**src/rtl/pwm_peripheral.sv**
```systemverilog
// pwm_peripheral
//
// Drives 16 digital outputs from the SPI configuration registers. Each output
// can be forced low, forced high, or driven by one shared 8-bit PWM waveform.
// A free-running prescaler divides clk by CLK_DIV. Each prescaler wrap advances
// an 8-bit period counter, so one PWM period lasts 256*CLK_DIV clk cycles.
// The requested duty is copied into a shadow register only at the period wrap,
// so an SPI write can never glitch or truncate a pulse.
//
// Parameters:
//   CLK_DIV          clk cycles per PWM counter step (1..65535)
//
// Ports:
//   clk              peripheral clock
//   rst_n            asynchronous active-low reset
//   en_reg_out_7_0   output enable, bits 7:0   (1 = output active)
//   en_reg_out_15_8  output enable, bits 15:8
//   en_reg_pwm_7_0   PWM select, bits 7:0      (1 = PWM waveform, 0 = static high)
//   en_reg_pwm_15_8  PWM select, bits 15:8
//   pwm_duty_cycle   requested duty, 0x00 = 0 %, 0xFF = 100 %
//   out_7_0          registered outputs 7:0
//   out_15_8         registered outputs 15:8
//   pwm_sync         registered one-cycle pulse in the first cycle of each period

module pwm_peripheral #(
  parameter int CLK_DIV = 13
) (
  input  logic       clk,
  input  logic       rst_n,
  input  logic [7:0] en_reg_out_7_0,
  input  logic [7:0] en_reg_out_15_8,
  input  logic [7:0] en_reg_pwm_7_0,
  input  logic [7:0] en_reg_pwm_15_8,
  input  logic [7:0] pwm_duty_cycle,
  output logic [7:0] out_7_0,
  output logic [7:0] out_15_8,
  output logic       pwm_sync
);

  // Last prescaler value before it wraps. With CLK_DIV=1 this is 0, so every
  // cycle is a tick.
  localparam logic [15:0] PRESC_MAX = 16'(CLK_DIV - 1);

  logic [15:0] prescaler_q, prescaler_d;
  logic [7:0]  count_q, count_d;
  logic [7:0]  duty_shadow_q, duty_shadow_d;
  logic [15:0] out_q, out_d;
  logic        pwm_sync_q, pwm_sync_d;

  logic        tick;
  logic        wrap;
  logic        pwm_raw;
  logic [15:0] en_out;
  logic [15:0] en_pwm;

  assign en_out = {en_reg_out_15_8, en_reg_out_7_0};
  assign en_pwm = {en_reg_pwm_15_8, en_reg_pwm_7_0};

  always_comb begin
    tick          = (prescaler_q == PRESC_MAX);
    // The wrap edge ends one period and starts the next one.
    wrap          = tick && (count_q == 8'hFF);

    prescaler_d   = tick ? 16'd0 : prescaler_q + 16'd1;
    // The 8-bit add wraps 255 -> 0 on its own, so the wrap needs no extra cycle.
    count_d       = tick ? count_q + 8'd1 : count_q;

    // The duty is sampled only on the wrap edge. The value present on that
    // edge is the one that takes effect for the next period.
    duty_shadow_d = wrap ? pwm_duty_cycle : duty_shadow_q;

    // 0xFF means full period high. Otherwise the output is high for counts
    // 0..duty-1, so a duty of 0 gives a constant low output.
    pwm_raw       = (duty_shadow_q == 8'hFF) || (count_q < duty_shadow_q);

    // A cleared enable bit wins over the PWM select bit.
    out_d = '0;
    for (int i = 0; i < 16; i++) begin
      out_d[i] = en_out[i] ? (en_pwm[i] ? pwm_raw : 1'b1) : 1'b0;
    end

    // Registered, so the pulse lines up with the first cycle of count == 0.
    pwm_sync_d    = wrap;
  end

  always_ff @(posedge clk or negedge rst_n) begin
    if (!rst_n) begin
      prescaler_q   <= '0;
      count_q       <= '0;
      duty_shadow_q <= '0;
      out_q         <= '0;
      pwm_sync_q    <= 1'b0;
    end else begin
      prescaler_q   <= prescaler_d;
      count_q       <= count_d;
      duty_shadow_q <= duty_shadow_d;
      out_q         <= out_d;
      pwm_sync_q    <= pwm_sync_d;
    end
  end

  assign out_7_0  = out_q[7:0];
  assign out_15_8 = out_q[15:8];
  assign pwm_sync = pwm_sync_q;

endmodule

```
**config.mk**
```make
export PLATFORM = sky130hd
export DESIGN_NAME = pwm_peripheral
export DESIGN_NICKNAME = d
export VERILOG_FILES = /design/src/rtl/pwm_peripheral.sv
export SDC_FILE = /design/constraint.sdc
export NUM_CORES = 1
export LEC_CHECK = 0
export ABC_CLOCK_PERIOD_IN_PS = 3700
export CAP_MARGIN = 20
export CORE_UTILIZATION = 45
export CTS_BUF_LIST = sky130_fd_sc_hd__clkbuf_4
export DETAILED_ROUTE_END_ITERATION = 10
export PLACE_DENSITY = 0.75
export SYNTH_ARGS = -nofsm -noshare
export SYNTH_HDL_FRONTEND = slang
export SYNTH_SLANG_ARGS = --single-unit
```
**constraint.sdc**
```tcl
create_clock -name clk -period 3.7 [get_ports clk]
set_clock_uncertainty 0.2 [all_clocks]
set_input_delay 0.37 -clock clk [delete_from_list [all_inputs] [get_ports clk]]
set_output_delay 0.37 -clock clk [all_outputs]
set_load 0.05 [all_outputs]
```
Word level (Yosys, flattened, before mapping). Cells that the tools add are included.

Equal/unequal tests: 3. $lt $le $gt $ge: 1. Reductions and logical operators: 2. $add $sub $neg: 2. Multiplexer cells: 33.

Operators with widths (number): $mux 1 (32); $add 16x1->16 const B (1); $eq 16x4->1 const B (1); $eq 8x8->1 const B (2); $mux 16 (1); $add 8x1->8 const B (1); $lt 8x8->1 (1); $logic_and 1x1->1 (1); $logic_or 1x1->1 (1).

Input port bits: 42. Output and inout bits: 17. Register bits: 49.

Logic depth before layout (Yosys ltp). Gate-level depths: netlist of the first run.

Word-level depth: 4. Gate-level depth with buffers: 7. Mapped depth without buffers: 6.

Worst setup path before layout of the first run. OpenSTA, ideal clock, no wires.

Path kind: reg-to-reg. Start point: reg count_q[6]. End point: reg out_q[0]. Data arrival time: 1.789 ns. Clock period less this slack: 2.124 ns. Setup time: 0.135 ns. Path slack: 1.576 ns. Cell stages (with the launch flop): 7. Path through: dfrtp_1 ha_1 and4_1 o21ai_0 o32ai_1 clkbuf_1 a21boi_0.

Word-level cells in the longest chain between the ends: 4.

Ends and longest elaborated chain: from (decl) (RTL line 45) `logic [7:0] count_q, count_d;`; from (signal assigned) (RTL line 95) `count_q <= count_d;`; $lt 8x8->1 (RTL line 74) `pwm_raw = (duty_shadow_q == 8'hFF) || (count_q < duty_shadow_q);`; $logic_or 1x1->1 (RTL line 74); $mux 1 (2 in series) (RTL line 79) `out_d[i] = en_out[i] ? (en_pwm[i] ? pwm_raw : 1'b1) : 1'b0;`; via out_d[0] (RTL line 47) `logic [15:0] out_q, out_d;`; to (signal assigned) (RTL line 97) `out_q <= out_d;`; to (decl) (RTL line 47).

The timed path passes the listed nets, and every way through them passes these cells. A chain may end at the register's enable or synchronous reset.

Worst setup path in the final report of the first run.
Start point: reg prescaler_q[0]. End point: reg duty_shadow_q[5].

Word-level cells in the longest chain between the ends: 2.

Ends and longest elaborated chain: from (decl) (RTL line 44) `logic [15:0] prescaler_q, prescaler_d;`; from (signal assigned) (RTL line 94) `prescaler_q <= prescaler_d;`; $eq 16x4->1 (RTL line 60) `tick = (prescaler_q == PRESC_MAX);`; $logic_and 1x1->1 (RTL line 62) `wrap = tick && (count_q == 8'hFF);`; to (signal assigned) (RTL line 96) `duty_shadow_q <= duty_shadow_d;`; to (decl) (RTL line 46) `logic [7:0] duty_shadow_q, duty_shadow_d;`.

No other way between the ends.

==> metrics.cfg, run 1 <==
[run_status]
outcome=finished, final reports clean

[sta]
final.period_utilization=0.631
fmax_ghz=0.428
relSlewSlack=0.649
min_period_ns=2.34
rsz0062_at_grt=no
worst_slew_pin_slew_ns=0.524
finalSetupViolCount=0
final-hold-violation-count=0
drv_slew=0
fin_setup_tns_ns=0

[yosys]
async_flop_share=1.00
synthFlopType=dfrtp_1
ys_seq_area_frac=0.557
synthTopCellsByCount=dfrtp_1 (49), a21boi_0 (16), xnor2_1 (13)
synth_nets=231
yosysMostFrequentCell=dfrtp_1
ys.warnings.count=0
syn_avg_cell_area_um2=12.3
synth-edff-count=0
synth.top_cell.area_share=0.557
synth_cells=179
synth_area_leader_cell=dfrtp_1
synthDistinctLibCells=33
ys_ff_latch=49
yosys-top-cells-area=dfrtp_1 (56%), ha_1 (5.7%), a21boi_0 (5.5%)
syn_area_um2=2200

[final_layout]
multi_input_area_um2=925
finalNetCount=297
areaGrowthSynthToFinish_pct=34.8
drive_above_1_share=0.106
fill_cells=382
antenna_cells=0
seq_area_um2=1230
final-instance-count-excl-fill=313

[place]
gp_congestion=0.709
dpl.cell_count=303
dp_hpwl_um=3060
io_buffers=58

[grt]
grt_pass1_vias=1605
antenna_found_initial=0
grt_pass1_wl_um=7590
grt_use_total=0.192
grt_overflow=0
grt_max_degree=50

[pwr]
power_frac_clock=0.320
ir_drop_uv=225
power.leakage_nw=1.31
total_power_uw=969
p_per_area_nw_per_um2=326
p_switching_uw=226
intPower_uw=742
power_frac_seq=0.564
power_frac_comb=0.115
switching_share=0.234

[drt]
vias=1550
antenna_left=0
routedWlPerCell_um=13.3
dr.pass1.iters=4
drc=0
via_per_inst=4.95
drt_wl_total_um=4160
drt-initial-drc-count=81

[critical_path]
worstSetupPathType=flip-flop to flip-flop
critPathArrivalTime_ns=2.39
rrSetupSlack_ns=1.36
worstReg2RegStart=prescaler_q[0]
crit_family=simple AND/OR/NAND/NOR gates
reg2regPathDepth=6
cpMaxStageDelayCell=dfrtp_1
r2r_end=duty_shadow_q[5]
crit_chain=inv_1 > ha_1 > nor4b_4 > nand4_4 > nor3_4 > mux2_2
cp-end-kind=flip-flop
worstPathRequired_ns=3.76
critPathLaunchType=flip-flop
cpPeakStageDelay_ns=0.47
path_buf_inv=1
crit_start=prescaler_q[0]
cp_max_fo=8

[flow_run]
max-cap-violations=0

[die]
core_area_um2=4720
die_h_um=71.9
die_x_um=71.9
start_util=0.466
rows=25
die-area_um2=5170
num_io_pins=59

[clock_network]
clockBufferDepth=2
cts_max_level=2
cts_resized=0
clock_latency_ns=0.36
cts_inserted_buffers=5
cts-root-buf=clkbuf_4
cts_tree=yes
clock_sinks=49
clk_pin_slew_ns=0.14

[min_path]
hp-class=primary input to async pin

[timing repair]
| item | 4_1_cts | 5_1_grt |
|---|---|---|
| endpoints found under the hold margin | 0 | 49 |
| setup buffers | 0 | 0 |
| hold buffers | 0 | 1 |
[cell type report]
cell class                      instances  share of cell area
Sequential cell                        49               0.413
Multi-Input combinational cell        117               0.312
Timing Repair Buffer                   61               0.207
Tap cell                               67              0.0282
Clock inverter                          3              0.0139
Inverter                               11              0.0139
Clock buffer                            5              0.0126
[worst max path at each step]
stage                             endpoint  slack (ns)  cells past startpoint
after floorplan                   out_q[0]        1.58                      6
after global placement    duty_shadow_q[5]        1.46                      6
after detailed placement  duty_shadow_q[6]        1.39                      6
after CTS                 duty_shadow_q[5]        1.37                      6
after global routing      duty_shadow_q[5]        1.25                      6
final                     duty_shadow_q[5]        1.36                      6
[sequential cells by signal, summed over array words and instances, names as in the netlist]
name and count:
out_q 16, prescaler_q 16, count_q 8, duty_shadow_q 8, pwm_sync 1
[metal layers]
metal	wire [um]	up-vias	GRT usage
met5	0	-	0
met4	77	0	0.0719
met3	272	7	0.0625
met2	1940	50	0.297
met1	1870	733	0.254
li1	-	760	-
[per-stage QoR]
step / util / instance area [um^2] / setup WS, ns / hold slack (ns)
global placement: 0.605 / 2860 / 1.46 / 0.264
finish: 0.628 / 2970 / 1.36 / 0.193
global route: 0.628 / 2970 / 1.25 / 0.175
floorplan: - / 2200 / 1.58 / -0.126
CTS: 0.622 / 2940 / 1.37 / 0.00365
detailed placement: 0.605 / 2860 / 1.39 / 0.276
[cell usage in the layout (no fill, tap or decap), drive strengths merged, types with 3 or more instances in the layout]
cell type,count
clkdlybuf4s50,57
dfrtp,49
a21boi,16
xnor2,13
inv,11
nand2,11
nor2,10
ha,10
nand4,9
xor2,8
mux2,8
nand3,7
clkbuf,5
nor3,5
and4,3
and3,3
nor4,3
buf,3
[power groups by stage]
stage | combinational, mW | sequential, mW | clock (mW)
final | 0.112 | 0.547 | 0.310
after global placement | 0.109 | 0.557 | 0
after detailed placement | 0.110 | 0.557 | 0
after floorplan | 0.00562 | 0.589 | 0
after CTS | 0.110 | 0.547 | 0.324
after global routing | 0.120 | 0.548 | 0.343
[cell families after synthesis]
family / count (synthesis) / synth area share
compound gates: 23 / 0.0785
xor+xnor: 21 / 0.0836
fa+ha+maj: 10 / 0.0569
buf+inv: 13 / 0.0227
flops: 49 / 0.557
mux: 8 / 0.0409
simple gates: 55 / 0.160
Note: power is estimated with default switching activity, not from simulation.
==> run 2, diff against run 1 <==
--- a/config.mk
+++ b/config.mk
@@ -5,12 +5,12 @@
 export SDC_FILE = /design/constraint.sdc
 export NUM_CORES = 1
 export LEC_CHECK = 0
-export ABC_CLOCK_PERIOD_IN_PS = 3700
+export ABC_CLOCK_PERIOD_IN_PS = 2100
 export CAP_MARGIN = 20
 export CORE_UTILIZATION = 45
 export CTS_BUF_LIST = sky130_fd_sc_hd__clkbuf_4
 export DETAILED_ROUTE_END_ITERATION = 10
-export PLACE_DENSITY = 0.75
+export PLACE_DENSITY = 0.78
 export SYNTH_ARGS = -nofsm -noshare
 export SYNTH_HDL_FRONTEND = slang
 export SYNTH_SLANG_ARGS = --single-unit
==> constraint.sdc (replaced) <==
create_clock -name clk -period 2.1 [get_ports clk]
set_clock_uncertainty 0.2 [all_clocks]
set_input_delay 0.21 -clock clk [delete_from_list [all_inputs] [get_ports clk]]
set_output_delay 0.21 -clock clk [all_outputs]
set_load 0.05 [all_outputs]
==> metrics.cfg, run 2 (synthesis gave the netlist of run 1 again) <==
[pwr]
power_frac_seq=0.619
power_frac_comb=0.125
p_per_area_nw_per_um2=499
intPower_mw=1.18
p_switching_uw=375
power_frac_clock=0.256
total_power_mw=1.56
switching_share=0.241
ir_drop_uv=372
power.leakage_nw=1.40

[critical_path]
cpPeakStageDelay_ns=0.41
path_buf_inv=2
cp_max_fo=8
worstPathRequired_ns=2.14
critPathLaunchType=flip-flop
cpMaxStageDelayCell=dfrtp_1
crit_family=simple AND/OR/NAND/NOR gates
crit_chain=inv_1 > ha_1 > nor4b_4 > nand4_4 > nor3_4 > buf_12 > mux2_2
worstReg2RegStart=prescaler_q[1]
r2r_end=duty_shadow_q[3]
worstSetupPathType=flip-flop to flip-flop
reg2regPathDepth=7
cp-end-kind=flip-flop
rrSetupSlack_ns=0.09
critPathArrivalTime_ns=2.05

[sta]
fin_ws_ns=0.0865
final.period_utilization=0.959
drv_slew=0
fmax_ghz=0.497
worst_slew_pin_slew_ns=0.605
rsz0062_at_grt=yes
min_period_ns=2.01
final-hold-violation-count=0
relSlewSlack=0.596
finalSetupViolCount=0

[clock_network]
cts-root-buf=clkbuf_4
clockBufferDepth=2
cts_inserted_buffers=5
clock_latency_ns=0.35
cts_tree=yes
clk_pin_slew_ns=0.14
clock_sinks=49
cts_max_level=2

[grt]
grt_use_total=0.178
grt_pass1_vias=1643
grt_max_degree=50
grt_pass1_wl_um=7130
grt_overflow=0
antenna_found_initial=0

[final_layout]
reg_top3=out_q (16), prescaler_q (16)
drive_above_1_share=0.174
layout_common_cells=clkdlybuf4s50_1 (57), dfrtp_1 (49), buf_4 (18), a21boi_0 (14), xnor2_1 (13)
layout_commonest_cell=clkdlybuf4s50_1
finalNetCount=315
fill_cells=345
antenna_cells=0
areaGrowthSynthToFinish_pct=41.6

[place]
dp_hpwl_um=3110
place_ws_ns=-0.272
io_buffers=58
gp_congestion=0.820

[drt]
antenna_left=0
drt-initial-drc-count=54
vias=1600
drt_wl_total_um=4170
drc=0
routedWlPerCell_um=12.6
dr.pass1.iters=4
via_per_inst=4.83

[die]
core_area_um2=4720
die_h_um=71.9
rows=25
die-area_um2=5170
die_x_um=71.9
start_util=0.466
num_io_pins=59

[min_path]
hold_end=out_q[9]
hp-start=en_reg_out_15_8[1]
hp-class=primary input to flip-flop
hold_depth=2

[run_status]
outcome=finished, final reports clean

[flow_run]
max-cap-violations=0

[run 2: changes by cell type in the layout (fill, tap and decap cells not counted), sizes merged]
cell	previous run	this run
bufinv	1	0
clkinv	1	3
buf	3	21
clkinvlp	1	0
[run 2: cell type report]
cell class,instances,area [um^2],area share
clock buffers,5,37.5,0.0120
clock inverters,3,12.5,0.00402
inverters,11,41.3,0.0133
multi-input cells,117,953,0.306
flip-flops and latches,49,1230,0.394
well taps,67,83.8,0.0269
repair buffers,79,761,0.244
[run 2: what timing repair did]
item | 4_1_cts | 5_1_grt
buffers inserted | 1 | 1
pin swaps | 2 | 1
endpoints found under the hold margin | 49 | 0
gates resized for setup | 2 | 4
hold buffers | 1 | 0
setup endpoints to repair | 24 | 24
[run 2: power by group through the flow]
stage                     clock, mW  sequential, mW  combinational (mW)
after floorplan                   0            1.04             0.00990
after global placement            0           0.981               0.193
after detailed placement          0           0.981               0.195
after CTS                     0.419           0.963               0.197
after global routing          0.465           0.965               0.207
final                         0.398           0.963               0.194
[run 2: worst max path at each step]
stage / from / endpoint / depth (start not counted)
6_report: prescaler_q[1] / duty_shadow_q[3] / 7
5_1_grt: prescaler_q[0] / duty_shadow_q[3] / 7
4_1_cts: prescaler_q[1] / duty_shadow_q[3] / 6
3_5_place_dp: count_q[5] / out_q[13] / 5
3_3_place_gp: count_q[6] / out_q[11] / 5
2_1_floorplan: prescaler_q[0] / duty_shadow_q[0] / 6
[run 2: stage by stage]
stage / cells / util / cell area (um^2) / setup TNS, ns / hold slack, ns
after floorplan: 179 / - / 2210 / 0 / -0.286
after global placement: 320 / 0.634 / 2990 / -2.31 / 0.144
after detailed placement: 320 / 0.634 / 2990 / -3.77 / 0.146
after CTS: 330 / 0.654 / 3090 / 0 / 0.167
after global routing: 331 / 0.660 / 3120 / -0.0558 / 0.156
final: 331 / 0.660 / 3120 / 0 / 0.190
[run 2: routing by layer]
layer | part of all wire | GRT usage | vias up
li1 | - | - | 790
met1 | 0.45 | 0.222 | 759
met2 | 0.49 | 0.299 | 47
met3 | 0.060 | 0.0597 | 4
met4 | 0.0084 | 0.0458 | 0
met5 | 0 | 0 | -
